[src/rtl/dmem_arbiter_if.sv]
// Bus bundle between the two data-memory requesters, the arbiter and the memory.
// The arbiter uses the slave view; the environment around it uses the master view.
interface dmem_arbiter_if #(
  parameter int ADDR_W = 32,
  parameter int DATA_W = 32
);
  logic              c_req;
  logic              c_we;
  logic [ADDR_W-1:0] c_addr;
  logic [DATA_W-1:0] c_wdata;
  logic [DATA_W/8-1:0] c_be;
  logic              c_gnt;
  logic              c_rvalid;
  logic [DATA_W-1:0] c_rdata;

  logic              d_req;
  logic              d_we;
  logic [ADDR_W-1:0] d_addr;
  logic [DATA_W-1:0] d_wdata;
  logic [DATA_W/8-1:0] d_be;
  logic              d_gnt;
  logic              d_rvalid;
  logic [DATA_W-1:0] d_rdata;

  logic              m_en;
  logic              m_we;
  logic [ADDR_W-1:0] m_addr;
  logic [DATA_W-1:0] m_wdata;
  logic [DATA_W/8-1:0] m_be;
  logic [DATA_W-1:0] m_rdata;

  modport slave (
    input  c_req, c_we, c_addr, c_wdata, c_be,
    output c_gnt, c_rvalid, c_rdata,
    input  d_req, d_we, d_addr, d_wdata, d_be,
    output d_gnt, d_rvalid, d_rdata,
    output m_en, m_we, m_addr, m_wdata, m_be,
    input  m_rdata
  );

  modport master (
    output c_req, c_we, c_addr, c_wdata, c_be,
    input  c_gnt, c_rvalid, c_rdata,
    output d_req, d_we, d_addr, d_wdata, d_be,
    input  d_gnt, d_rvalid, d_rdata,
    input  m_en, m_we, m_addr, m_wdata, m_be,
    output m_rdata
  );
endinterface

[src/rtl/dmem_arbiter.sv]
// Two-requester arbiter for a single-port synchronous data memory: core has priority,
// DMA is guaranteed a slot after STARVE_LIMIT consecutive contested core grants.
module dmem_arbiter #(
  parameter int ADDR_W       = 32,
  parameter int DATA_W       = 32,
  parameter int STARVE_LIMIT = 4
) (
  input  logic           clk,
  input  logic           rst_n,
  dmem_arbiter_if.slave  bus
);
  localparam int          BE_W  = DATA_W / 8;
  localparam logic [3:0]  LIMIT = 4'(STARVE_LIMIT);

  typedef enum logic [1:0] {
    OWN_NONE = 2'd0,
    OWN_CORE = 2'd1,
    OWN_DMA  = 2'd2
  } owner_t;

  owner_t      rsp_owner_reg;
  logic [3:0]  starve_cnt_reg;
  logic        c_rvalid_reg;
  logic        d_rvalid_reg;

  logic              dma_turn;
  logic              c_gnt_w;
  logic              d_gnt_w;
  logic              m_we_w;
  logic [ADDR_W-1:0] m_addr_w;
  logic [DATA_W-1:0] m_wdata_w;
  logic [BE_W-1:0]   m_be_w;

  assign dma_turn = (starve_cnt_reg == LIMIT);
  assign c_gnt_w  = bus.c_req & (~bus.d_req | ~dma_turn);
  assign d_gnt_w  = bus.d_req & (~bus.c_req |  dma_turn);

  // Idle cycles drive all-zero memory controls so nothing stale reaches the RAM.
  always_comb begin
    m_we_w    = 1'b0;
    m_addr_w  = '0;
    m_wdata_w = '0;
    m_be_w    = '0;
    if (c_gnt_w) begin
      m_we_w    = bus.c_we;
      m_addr_w  = bus.c_addr;
      m_wdata_w = bus.c_wdata;
      m_be_w    = bus.c_be;
    end else if (d_gnt_w) begin
      m_we_w    = bus.d_we;
      m_addr_w  = bus.d_addr;
      m_wdata_w = bus.d_wdata;
      m_be_w    = bus.d_be;
    end
  end

  always_ff @(posedge clk) begin
    if (rst_n) begin
      starve_cnt_reg <= 4'd0;
      rsp_owner_reg  <= OWN_NONE;
      c_rvalid_reg   <= 1'b0;
      d_rvalid_reg   <= 1'b0;
    end else begin
      if (c_gnt_w && bus.d_req)
        starve_cnt_reg <= (starve_cnt_reg == LIMIT) ? starve_cnt_reg : starve_cnt_reg + 4'd1;
      else
        starve_cnt_reg <= 4'd0;

      // The read response belongs to whoever won this cycle's read.
      if (c_gnt_w && !bus.c_we) begin
        rsp_owner_reg <= OWN_CORE;
        c_rvalid_reg  <= 1'b1;
        d_rvalid_reg  <= 1'b0;
      end else if (d_gnt_w && !bus.d_we) begin
        rsp_owner_reg <= OWN_DMA;
        c_rvalid_reg  <= 1'b0;
        d_rvalid_reg  <= 1'b1;
      end else begin
        rsp_owner_reg <= OWN_NONE;
        c_rvalid_reg  <= 1'b0;
        d_rvalid_reg  <= 1'b0;
      end
    end
  end

  assign bus.c_gnt    = c_gnt_w;
  assign bus.d_gnt    = d_gnt_w;
  assign bus.m_en     = c_gnt_w | d_gnt_w;
  assign bus.m_we     = m_we_w;
  assign bus.m_addr   = m_addr_w;
  assign bus.m_wdata  = m_wdata_w;
  assign bus.m_be     = m_be_w;
  assign bus.c_rvalid = c_rvalid_reg && (rsp_owner_reg == OWN_CORE);
  assign bus.d_rvalid = d_rvalid_reg && (rsp_owner_reg == OWN_DMA);

  // Read data is zeroed per byte lane for the requester that does not own the response.
  genvar gi;
  generate
    for (gi = 0; gi < BE_W; gi++) begin : g_lane
      assign bus.c_rdata[gi*8 +: 8] = bus.c_rvalid ? bus.m_rdata[gi*8 +: 8] : 8'h00;
      assign bus.d_rdata[gi*8 +: 8] = bus.d_rvalid ? bus.m_rdata[gi*8 +: 8] : 8'h00;
    end
  endgenerate
endmodule

[src/flat_wrapper.sv]
// flat-port wrapper written by rule: the top's interface ports become plain ports
module dmem_arbiter_flat 
#(
  parameter int ADDR_W       = 32,
  parameter int DATA_W       = 32,
  parameter int STARVE_LIMIT = 4
)
  (clk, rst_n, bus_c_req, bus_c_we, bus_c_addr, bus_c_wdata, bus_c_be, bus_c_gnt, bus_c_rvalid, bus_c_rdata, bus_d_req, bus_d_we, bus_d_addr, bus_d_wdata, bus_d_be, bus_d_gnt, bus_d_rvalid, bus_d_rdata, bus_m_en, bus_m_we, bus_m_addr, bus_m_wdata, bus_m_be, bus_m_rdata);
  dmem_arbiter_if #(.ADDR_W(ADDR_W), .DATA_W(DATA_W)) bus_i ();
  input  logic clk;
  input  logic rst_n;
  input wire logic [$bits(bus_i.c_req)-1:0] bus_c_req;
  input wire logic [$bits(bus_i.c_we)-1:0] bus_c_we;
  input wire logic [$bits(bus_i.c_addr)-1:0] bus_c_addr;
  input wire logic [$bits(bus_i.c_wdata)-1:0] bus_c_wdata;
  input wire logic [$bits(bus_i.c_be)-1:0] bus_c_be;
  output wire logic [$bits(bus_i.c_gnt)-1:0] bus_c_gnt;
  output wire logic [$bits(bus_i.c_rvalid)-1:0] bus_c_rvalid;
  output wire logic [$bits(bus_i.c_rdata)-1:0] bus_c_rdata;
  input wire logic [$bits(bus_i.d_req)-1:0] bus_d_req;
  input wire logic [$bits(bus_i.d_we)-1:0] bus_d_we;
  input wire logic [$bits(bus_i.d_addr)-1:0] bus_d_addr;
  input wire logic [$bits(bus_i.d_wdata)-1:0] bus_d_wdata;
  input wire logic [$bits(bus_i.d_be)-1:0] bus_d_be;
  output wire logic [$bits(bus_i.d_gnt)-1:0] bus_d_gnt;
  output wire logic [$bits(bus_i.d_rvalid)-1:0] bus_d_rvalid;
  output wire logic [$bits(bus_i.d_rdata)-1:0] bus_d_rdata;
  output wire logic [$bits(bus_i.m_en)-1:0] bus_m_en;
  output wire logic [$bits(bus_i.m_we)-1:0] bus_m_we;
  output wire logic [$bits(bus_i.m_addr)-1:0] bus_m_addr;
  output wire logic [$bits(bus_i.m_wdata)-1:0] bus_m_wdata;
  output wire logic [$bits(bus_i.m_be)-1:0] bus_m_be;
  input wire logic [$bits(bus_i.m_rdata)-1:0] bus_m_rdata;
  assign bus_i.c_req = bus_c_req;
  assign bus_i.c_we = bus_c_we;
  assign bus_i.c_addr = bus_c_addr;
  assign bus_i.c_wdata = bus_c_wdata;
  assign bus_i.c_be = bus_c_be;
  assign bus_c_gnt = bus_i.c_gnt;
  assign bus_c_rvalid = bus_i.c_rvalid;
  assign bus_c_rdata = bus_i.c_rdata;
  assign bus_i.d_req = bus_d_req;
  assign bus_i.d_we = bus_d_we;
  assign bus_i.d_addr = bus_d_addr;
  assign bus_i.d_wdata = bus_d_wdata;
  assign bus_i.d_be = bus_d_be;
  assign bus_d_gnt = bus_i.d_gnt;
  assign bus_d_rvalid = bus_i.d_rvalid;
  assign bus_d_rdata = bus_i.d_rdata;
  assign bus_m_en = bus_i.m_en;
  assign bus_m_we = bus_i.m_we;
  assign bus_m_addr = bus_i.m_addr;
  assign bus_m_wdata = bus_i.m_wdata;
  assign bus_m_be = bus_i.m_be;
  assign bus_i.m_rdata = bus_m_rdata;
  dmem_arbiter #(.ADDR_W(ADDR_W), .DATA_W(DATA_W), .STARVE_LIMIT(STARVE_LIMIT)) u_core (.clk(clk), .rst_n(rst_n), .bus(bus_i));
endmodule
[config.mk]
export PLATFORM = sky130hd
export DESIGN_NAME = dmem_arbiter_flat
export DESIGN_NICKNAME = d
export VERILOG_FILES = /design/src/rtl/dmem_arbiter_if.sv /design/src/rtl/dmem_arbiter.sv /design/src/flat_wrapper.sv
export SDC_FILE = /design/constraint.sdc
export NUM_CORES = 1
export LEC_CHECK = 0
export CAP_MARGIN = 15
export CORE_AREA = 2 2 120 122
export CTS_BUF_LIST = sky130_fd_sc_hd__clkbuf_8
export CTS_CLUSTER_DIAMETER = 30
export CTS_CLUSTER_SIZE = 30
export DETAILED_ROUTE_END_ITERATION = 8
export DIE_AREA = 0 0 122 124
export DONT_BUFFER_PORTS = 1
export GPL_ROUTABILITY_DRIVEN = 0
export SYNTH_ARGS = -nofsm -noshare
export SYNTH_HDL_FRONTEND = slang
export SYNTH_SLANG_ARGS = --single-unit
[constraint.sdc]
create_clock -name clk -period 1.4 [get_ports clk]
set_input_delay 0.07 -clock clk [delete_from_list [all_inputs] [get_ports clk]]
set_output_delay 0.07 -clock clk [all_outputs]
set_load 0.02 [all_outputs]
## Yosys cells after proc, flatten, opt, wreduce, memory -nomap -nowiden

Cells that the tools add are included.
Widths: inputs -> output; s select.

- Register bits after elaboration: 8
- Input bits: 174
- Output and inout port bits: 138
- Word-level logic and storage cells: 47

- Add/subtract/negate cells: 1
- Eq/ne operators: 3
- Mux-type cells: 20
- Bitwise logic cells: 9
- Reductions and logical operators: 9

Operators with widths:

| kind | number |
|---|---|
| $mux 32 | 4 |
| $mux 8 | 8 |
| $mux 4 | 2 |
| $logic_and 1x1->1 | 5 |
| $mux 1 | 5 |
| $add 4x1->4 const B | 1 |
| $eq 4x3->1 const B | 1 |
| $not 1->1 | 4 |
| $reduce_or 2->1 | 2 |
| $or 1x1->1 | 3 |
| $and 1x1->1 | 2 |
| $eq 2x1->1 const B | 1 |
| $eq 2x2->1 const B | 1 |
| $logic_not 1->1 | 2 |
| $mux 2 | 1 |

## Logic depth before layout (Yosys ltp)

Gate-level depths: netlist of the first run.

- Depth after elaboration: 7
- Gate-level depth with buffers: 7
- Mapped depth without buffers: 5

## Worst setup path after synthesis of the first run

OpenSTA, ideal clock, no wires.

- Kind: register -> output
- From: register u_core.starve_cnt_reg[0]
- To: output bus_m_addr[10]
- Arrival: 1.400 ns
- Data required time: 1.330 ns
- Setup slack: -0.070 ns
- Stages on the path, launching flop included: 7
- Path buffers: 1
- Path through: dfxtp_1 inv_1 ha_1 nand3b_4 a21oi_4 buf_4 a22o_1

- Word-level cells in the longest chain between the ends: 5
- Elaborated cells on any way between the ends: 8
- Those cells by class: eq/ne (1); mux (2); bitwise (5)

RTL lines:

| element | line | source |
|---|---|---|
| start, declared | dmem_arbiter.sv:22 | `logic [3:0] starve_cnt_reg;` |
| start signal, assigned | dmem_arbiter.sv:65 | `starve_cnt_reg <= (starve_cnt_reg == LIMIT) ? starve_cnt_reg : starve_cnt_reg + 4'd1;` |
| $eq 4x3->1 (*) | dmem_arbiter.sv:34 | `assign dma_turn = (starve_cnt_reg == LIMIT);` |
| $or 1x1->1 / $not 1->1 (equally long branches) | dmem_arbiter.sv:36, dmem_arbiter.sv:35 |  |
| $and 1x1->1 / $or 1x1->1 (equally long branches) | dmem_arbiter.sv:36, dmem_arbiter.sv:35 |  |
| $mux 32 / $and 1x1->1 (equally long branches) | dmem_arbiter.sv:49, dmem_arbiter.sv:35 |  |
| $mux 32 (*) | dmem_arbiter.sv:44 | `if (c_gnt_w) begin` |
| end, declared | flat_wrapper.sv:30 | `output wire logic [$bits(bus_i.m_addr)-1:0] bus_m_addr;` |

Mark *: on every way between the ends. The rest lies on a longest branch, timed or not.

## Worst setup path in the final report of the first run

- From: register u_core.starve_cnt_reg[1]
- To: output bus_m_addr[22]

Same word-level chain as after synthesis.

==> results.toml, run 1 <==
[synthesis]
yosysMostFrequentCell = "a22o_1"
avgSynthCellArea_um2 = 8.12
synth_warnings = 0
yosys-top-cells-count = "a22o_1, and2_1, buf_6"
ys_async_sr_fraction = 0
synth_fp_nets = 359
synth-main-ff-cell = "dfxtp_1"
synth_enable_flop_cells = 0
netlist_area_um2 = 1490
synthDistinctLibCells = 20
yosys.area.top_type_share = 0.407
ys_seq_area_frac = 0.0808
ys_top_cells_by_area = "a22o_1, and2_1, buf_6"
ys_ff_latch = 6
synth_cells = 183
yosysTopAreaCell = "a22o_1"

[layout]
seqCellArea_um2 = 123
nets = 375
nFillCells = 1481
drive_above_1_share = 0.574
multi_input_area_um2 = 1770
largest_reg_flops = 4
final_core_util = 0.198
area_growth_pct = 82.7

[timing]
hold_viol_final = 0
slew_violations = 0
tightest_slew_ns = 0.272
skew_ns = 0.00389
setup_slack_ns = -0.391
timing.setup.tns_ns = -24.03
rsz0062_at_grt = "yes"
max_freq_ghz = 0.558
fin_crit_ns = 1.79
finalCritPeriodShare = 1.28
finalSetupViolations = 72
slew_headroom = 0.820

[drt]
post-route-drc-count = 0
routed_wl_mm = 10.4
wl_per_cell_um = 27.4
firstDrtPassIters = 4
vias_per_cell = 4.53
drtIter0Drc = 33
antenna_left = 0
vias = 1718

[hold_path]
hp-class = "in -> reg"
holdPathStages = 2

[power_and_ir_drop]
pwr-share-clk = 0.188
combPwrFrac = 0.683
power.density_nw_per_um2 = 505
pwr-share-seq = 0.130
p_sw_frac = 0.426
internal-power_mw = 0.788
p_leak_nw = 1.15
power_switching_mw = 0.584
ir_drop_mv = 0.226

[clock_network]
worstSkewPairLatency_ns = 0.22
cts_tree = "built"
clk_pin_slew_worst_paths_ns = 0.03
root_buffer = "clkbuf_8"
htreeDepth = 1
ctsLongestPathBuffers = 2
numClockSinks = 6
cts_buffers = 3

[worst_setup_path]
path_class = "reg -> out"
cp-start-kind = "register"
cp_data_required_time_ns = 1.33
arrival_ns = 1.72
r2r-end = "u_core.rsp_owner_reg[1]"
setup.worst_path.start = "u_core.starve_cnt_reg[1]"
r2r_slack_ns = -0.07
cp-endpoint = "bus_m_addr[22]"
end_kind = "output pin"
rr_worst_depth = 8
r2r_start = "u_core.starve_cnt_reg[1]"
cp_max_fo = 9

[placement]
post-place-ws_ns = -0.241
dpl.hpwl_mm = 7.29
port_buffers = 0

[floorplanning]
rows = 43
fp.coreArea_um2 = 13700
ioPinCount = 312
initial_core_util = 0.108
dieHeight_um = 124
die_width_um = 122
dieArea_um2 = 15100

[run_status]
violations = "negative setup slack"
status = "finished with violations"

[global_route]
grt_pass1_wl_mm = 11.9
grt_start_max_net_pins = 34
grt_pass1_vias = 1588
globalRouteOverflowTotal = 0
grt_util_all_layers = 0.114
antenna_found_initial = 2

[run]
maxCapViolations = 0
==> placed cells by master, fill, tap and decap left out, types with 2 or more instances in the layout <==
cell type	n
and2_1	64
a22o_4	64
buf_16	8
buf_4	8
buf_12	6
nor2_1	5
a22o_2	4
buf_6	4
dfxtp_1	4
clkbuf_8	3
dlygate4sd3_1	3
diode_2	2
inv_2	2
nor2b_2	2
inv_1	2
clkbuf_16	2
dfxtp_2	2
==> logic make-up (layout without fill, tap and decap cells) <==
kind of cell | count (synthesis) | count (layout) | synth area share
xor gates and xnor gates | 1 | 1 | 0.00589
AOI/OAI and AO/OA | 71 | 71 | 0.423
adders and majority gates | 2 | 2 | 0.0168
and+or+nand+nor | 77 | 77 | 0.331
buffers and inverters | 25 | 39 | 0.136
DFF | 6 | 6 | 0.0808
muxes | 1 | 1 | 0.00673
other | 0 | 2 | 0
==> area by class of cell <==
| cell class | instances | area share |
|---|---|---|
| multi-input cells | 152 | 0.650 |
| repair buffers | 32 | 0.199 |
| well taps | 180 | 0.0829 |
| flip-flops and latches | 6 | 0.0452 |
| clock buffers | 3 | 0.0152 |
| inverters | 4 | 0.00553 |
| diodes | 2 | 0.00184 |
==> layer usage <==
layer	vias up	share of wire	track usage
met3	8	0.093	0.0293
met4	2	0.011	0.0230
met5	-	0.0013	0
met2	189	0.56	0.227
met1	806	0.33	0.121
li1	713	-	-
==> timing repair <==
action                                 in CTS  in global routing
resized for setup                          75                 14
hold buffers                                3                  0
setup endpoints to repair                  71                 73
cloned                                      6                  3
setup buffers                               4                  3
endpoints found under the hold margin       2                  0
pin swaps                                  12                 10
==> power by group through the flow <==
stage / Clock (mW) / Combinational, mW / Sequential [mW]
6_report: 0.258 / 0.937 / 0.178
5_1_grt: 0.275 / 0.975 / 0.178
4_1_cts: 0.264 / 0.886 / 0.178
3_5_place_dp: 0 / 0.659 / 0.181
3_3_place_gp: 0 / 0.653 / 0.180
2_1_floorplan: 0 / 0.610 / 0.180
==> per-stage QoR <==
step / instance area, µm² / hold slack (ns) / total power, mW / instances
detailed placement: 1890 / 0.142 / 0.840 / 355
global placement: 1890 / 0.141 / 0.833 / 355
global route: 2710 / 0.101 / 1.43 / 377
finish: 2720 / 0.0878 / 1.37 / 379
CTS: 2550 / 0.0830 / 1.33 / 371
floorplan: 1690 / 0.139 / 0.790 / 183
==> critical path, cell delays in order (launching register included) <==
cell	delay, ns
dfxtp_2	0.32
inv_2	0.07
ha_4	0.14
nand3b_4	0.09
buf_12	0.14
a21oi_4	0.14
buf_12	0.18
buf_16	0.15
a22o_1	0.16
buf_6	0.12
==> worst min path at each step <==
stage / start / end / slack, ns
finish: bus_d_req / u_core.starve_cnt_reg[0] / 0.09
global route: bus_d_req / u_core.starve_cnt_reg[0] / 0.10
CTS: bus_d_req / u_core.starve_cnt_reg[0] / 0.08
detailed placement: rst_n / u_core.rsp_owner_reg[1] / 0.14
global placement: rst_n / u_core.rsp_owner_reg[1] / 0.14
floorplan: rst_n / u_core.rsp_owner_reg[1] / 0.14
No activity file was read; power rests on OpenSTA's default activity.
==> run 2: changes to the inputs <==
==> constraint.sdc (replaced) <==
create_clock -name clk -period 1.4 [get_ports clk]
set_input_delay 0.21 -clock clk [delete_from_list [all_inputs] [get_ports clk]]
set_output_delay 0.21 -clock clk [all_outputs]
set_load 0.02 [all_outputs]
==> results.toml, run 2 (synthesis results as in run 1) <==
[worst_setup_path]
r2r_start = "u_core.starve_cnt_reg[0]"
setup.worst_path.start = "u_core.starve_cnt_reg[0]"
cp-start-kind = "register"
cp_max_fo = 7
end_kind = "output pin"
arrival_ns = 1.68
r2r-end = "u_core.rsp_owner_reg[0]"
cp-endpoint = "bus_m_wdata[18]"
cp_data_required_time_ns = 1.19
r2r_slack_ns = -0.05
rr_worst_depth = 6
path_class = "reg -> out"

[floorplanning]
dieArea_um2 = 15100
rows = 43
dieHeight_um = 124
fp.coreArea_um2 = 13700
initial_core_util = 0.108
ioPinCount = 312
die_width_um = 122

[global_route]
grt_pass1_vias = 1691
globalRouteOverflowTotal = 0
grt_start_max_net_pins = 34
grt_pass1_wl_mm = 11.5
grt_util_all_layers = 0.106
antenna_found_initial = 0

[layout]
instances_no_fill = 392
nets = 390
mostFrequentLayoutCell = "a22o_4"
area_growth_pct = 109
final_core_util = 0.226
largest_reg_flops = 4
final_cell_mix = "a22o_4, and2_4, buf_6"
design_area_um2 = 3100
drive_above_1_share = 0.915
n_antenna_cell = 0

[timing]
finalSetupViolations = 112
slew_violations = 0
slew_headroom = 0.789
hold_viol_final = 0
tightest_slew_ns = 0.316
finalCritPeriodShare = 1.35
setup_slack_ns = -0.487
skew_ns = 0.00218
timing.setup.tns_ns = -33.24
fin_crit_ns = 1.89
rsz0062_at_grt = "yes"
max_freq_ghz = 0.530

[drt]
vias_per_cell = 4.52
wl_per_cell_um = 26.4
vias = 1770
routed_wl_mm = 10.4
highest_layer = "met4"
met1Wirelength_mm = 3.61
drtIter0Drc = 26
met2_length_mm = 5.71
post-route-drc-count = 0
met3_wirelength_um = 985
antenna_left = 0
firstDrtPassIters = 4

[run_status]
violations = "negative setup slack"
status = "finished with violations"

[clock_network]
numClockSinks = 6
clk_pin_slew_worst_paths_ns = 0.03
worstSkewPairLatency_ns = 0.22
cts_buffers = 3
cts_tree = "built"
hold_buffers = 0
htreeDepth = 1
root_buffer = "clkbuf_8"
ctsLongestPathBuffers = 2

[placement]
dp_cells = 368
port_buffers = 0
postPlaceCellArea_um2 = 2270
dpl.hpwl_mm = 7.50

[run]
maxCapViolations = 0

[power_and_ir_drop]
finalPower_mw = 1.48
power.density_nw_per_um2 = 478
ir_drop_mv = 0.312
p_leak_nw = 1.36

[hold_path]
min-delay-start = "rst_n"
hp-class = "in -> reg"
==> run 2: changes by cell type in the layout (fill, tap and decap cells not counted), moves of 4 or more <==
| cell | change |
|---|---|
| and2_4 | +64 |
| clkbuf_16 | +6 |
| buf_6 | +10 |
| and2_1 | -64 |
| buf_16 | -4 |
==> run 2: metrics by stage <==
stage                     hold WS [ns]  worst slack (ns)
after floorplan                  0.279            -0.125
after global placement           0.280            -0.265
after detailed placement         0.282            -0.324
after CTS                       0.0454            -0.500
after global routing            0.0312            -0.531
final                           0.0438            -0.487
==> run 2: area by class of cell <==
class,instances,area [µm²]
timing repair buffer,47,768
clock buffer,3,41.3
multi-input combinational,152,1930
fill,1436,10600
inverter,4,15.0
tap,180,225
sequential,6,125
==> run 2: report_power, final <==
group / internal (mW) / leakage, nW / total (mW) / switching (mW)
clock: 0.184 / 0.0216 / 0.254 / 0.0694
combinational: 0.511 / 1.29 / 1.05 / 0.540
sequential: 0.176 / 0.0505 / 0.179 / 0.00308
total: 0.871 / 1.36 / 1.48 / 0.612
==> run 2: how the worst min path moves through the flow <==
stage                               to  slack, ns  depth (start not counted)
3_5_place_dp   u_core.rsp_owner_reg[1]       0.28                          1
5_1_grt        u_core.rsp_owner_reg[1]       0.03                          1
3_3_place_gp   u_core.rsp_owner_reg[1]       0.28                          1
6_report       u_core.rsp_owner_reg[1]       0.04                          1
4_1_cts        u_core.rsp_owner_reg[1]       0.05                          1
2_1_floorplan  u_core.rsp_owner_reg[1]       0.28                          1
==> run 2: worst max-delay path, stage by stage (launching register included) <==
cell and delay, ns:
dfxtp_2 0.32, inv_2 0.06, ha_4 0.13, nand3b_4 0.10, o21a_4 0.28, buf_12 0.15, clkbuf_16 0.15, a22o_4 0.24
==> run 2: metal layers <==
layer,vias up,track usage
met3,6,0.0325
met4,0,0.00718
li1,741,-
met2,191,0.209
met5,-,0
met1,832,0.116
==> run 2: repair_timing <==
action	CTS	global route
setup buffers	6	3
setup endpoints to repair	123	136
gates cloned	3	10
pin swaps	22	55
gates resized for setup	102	86
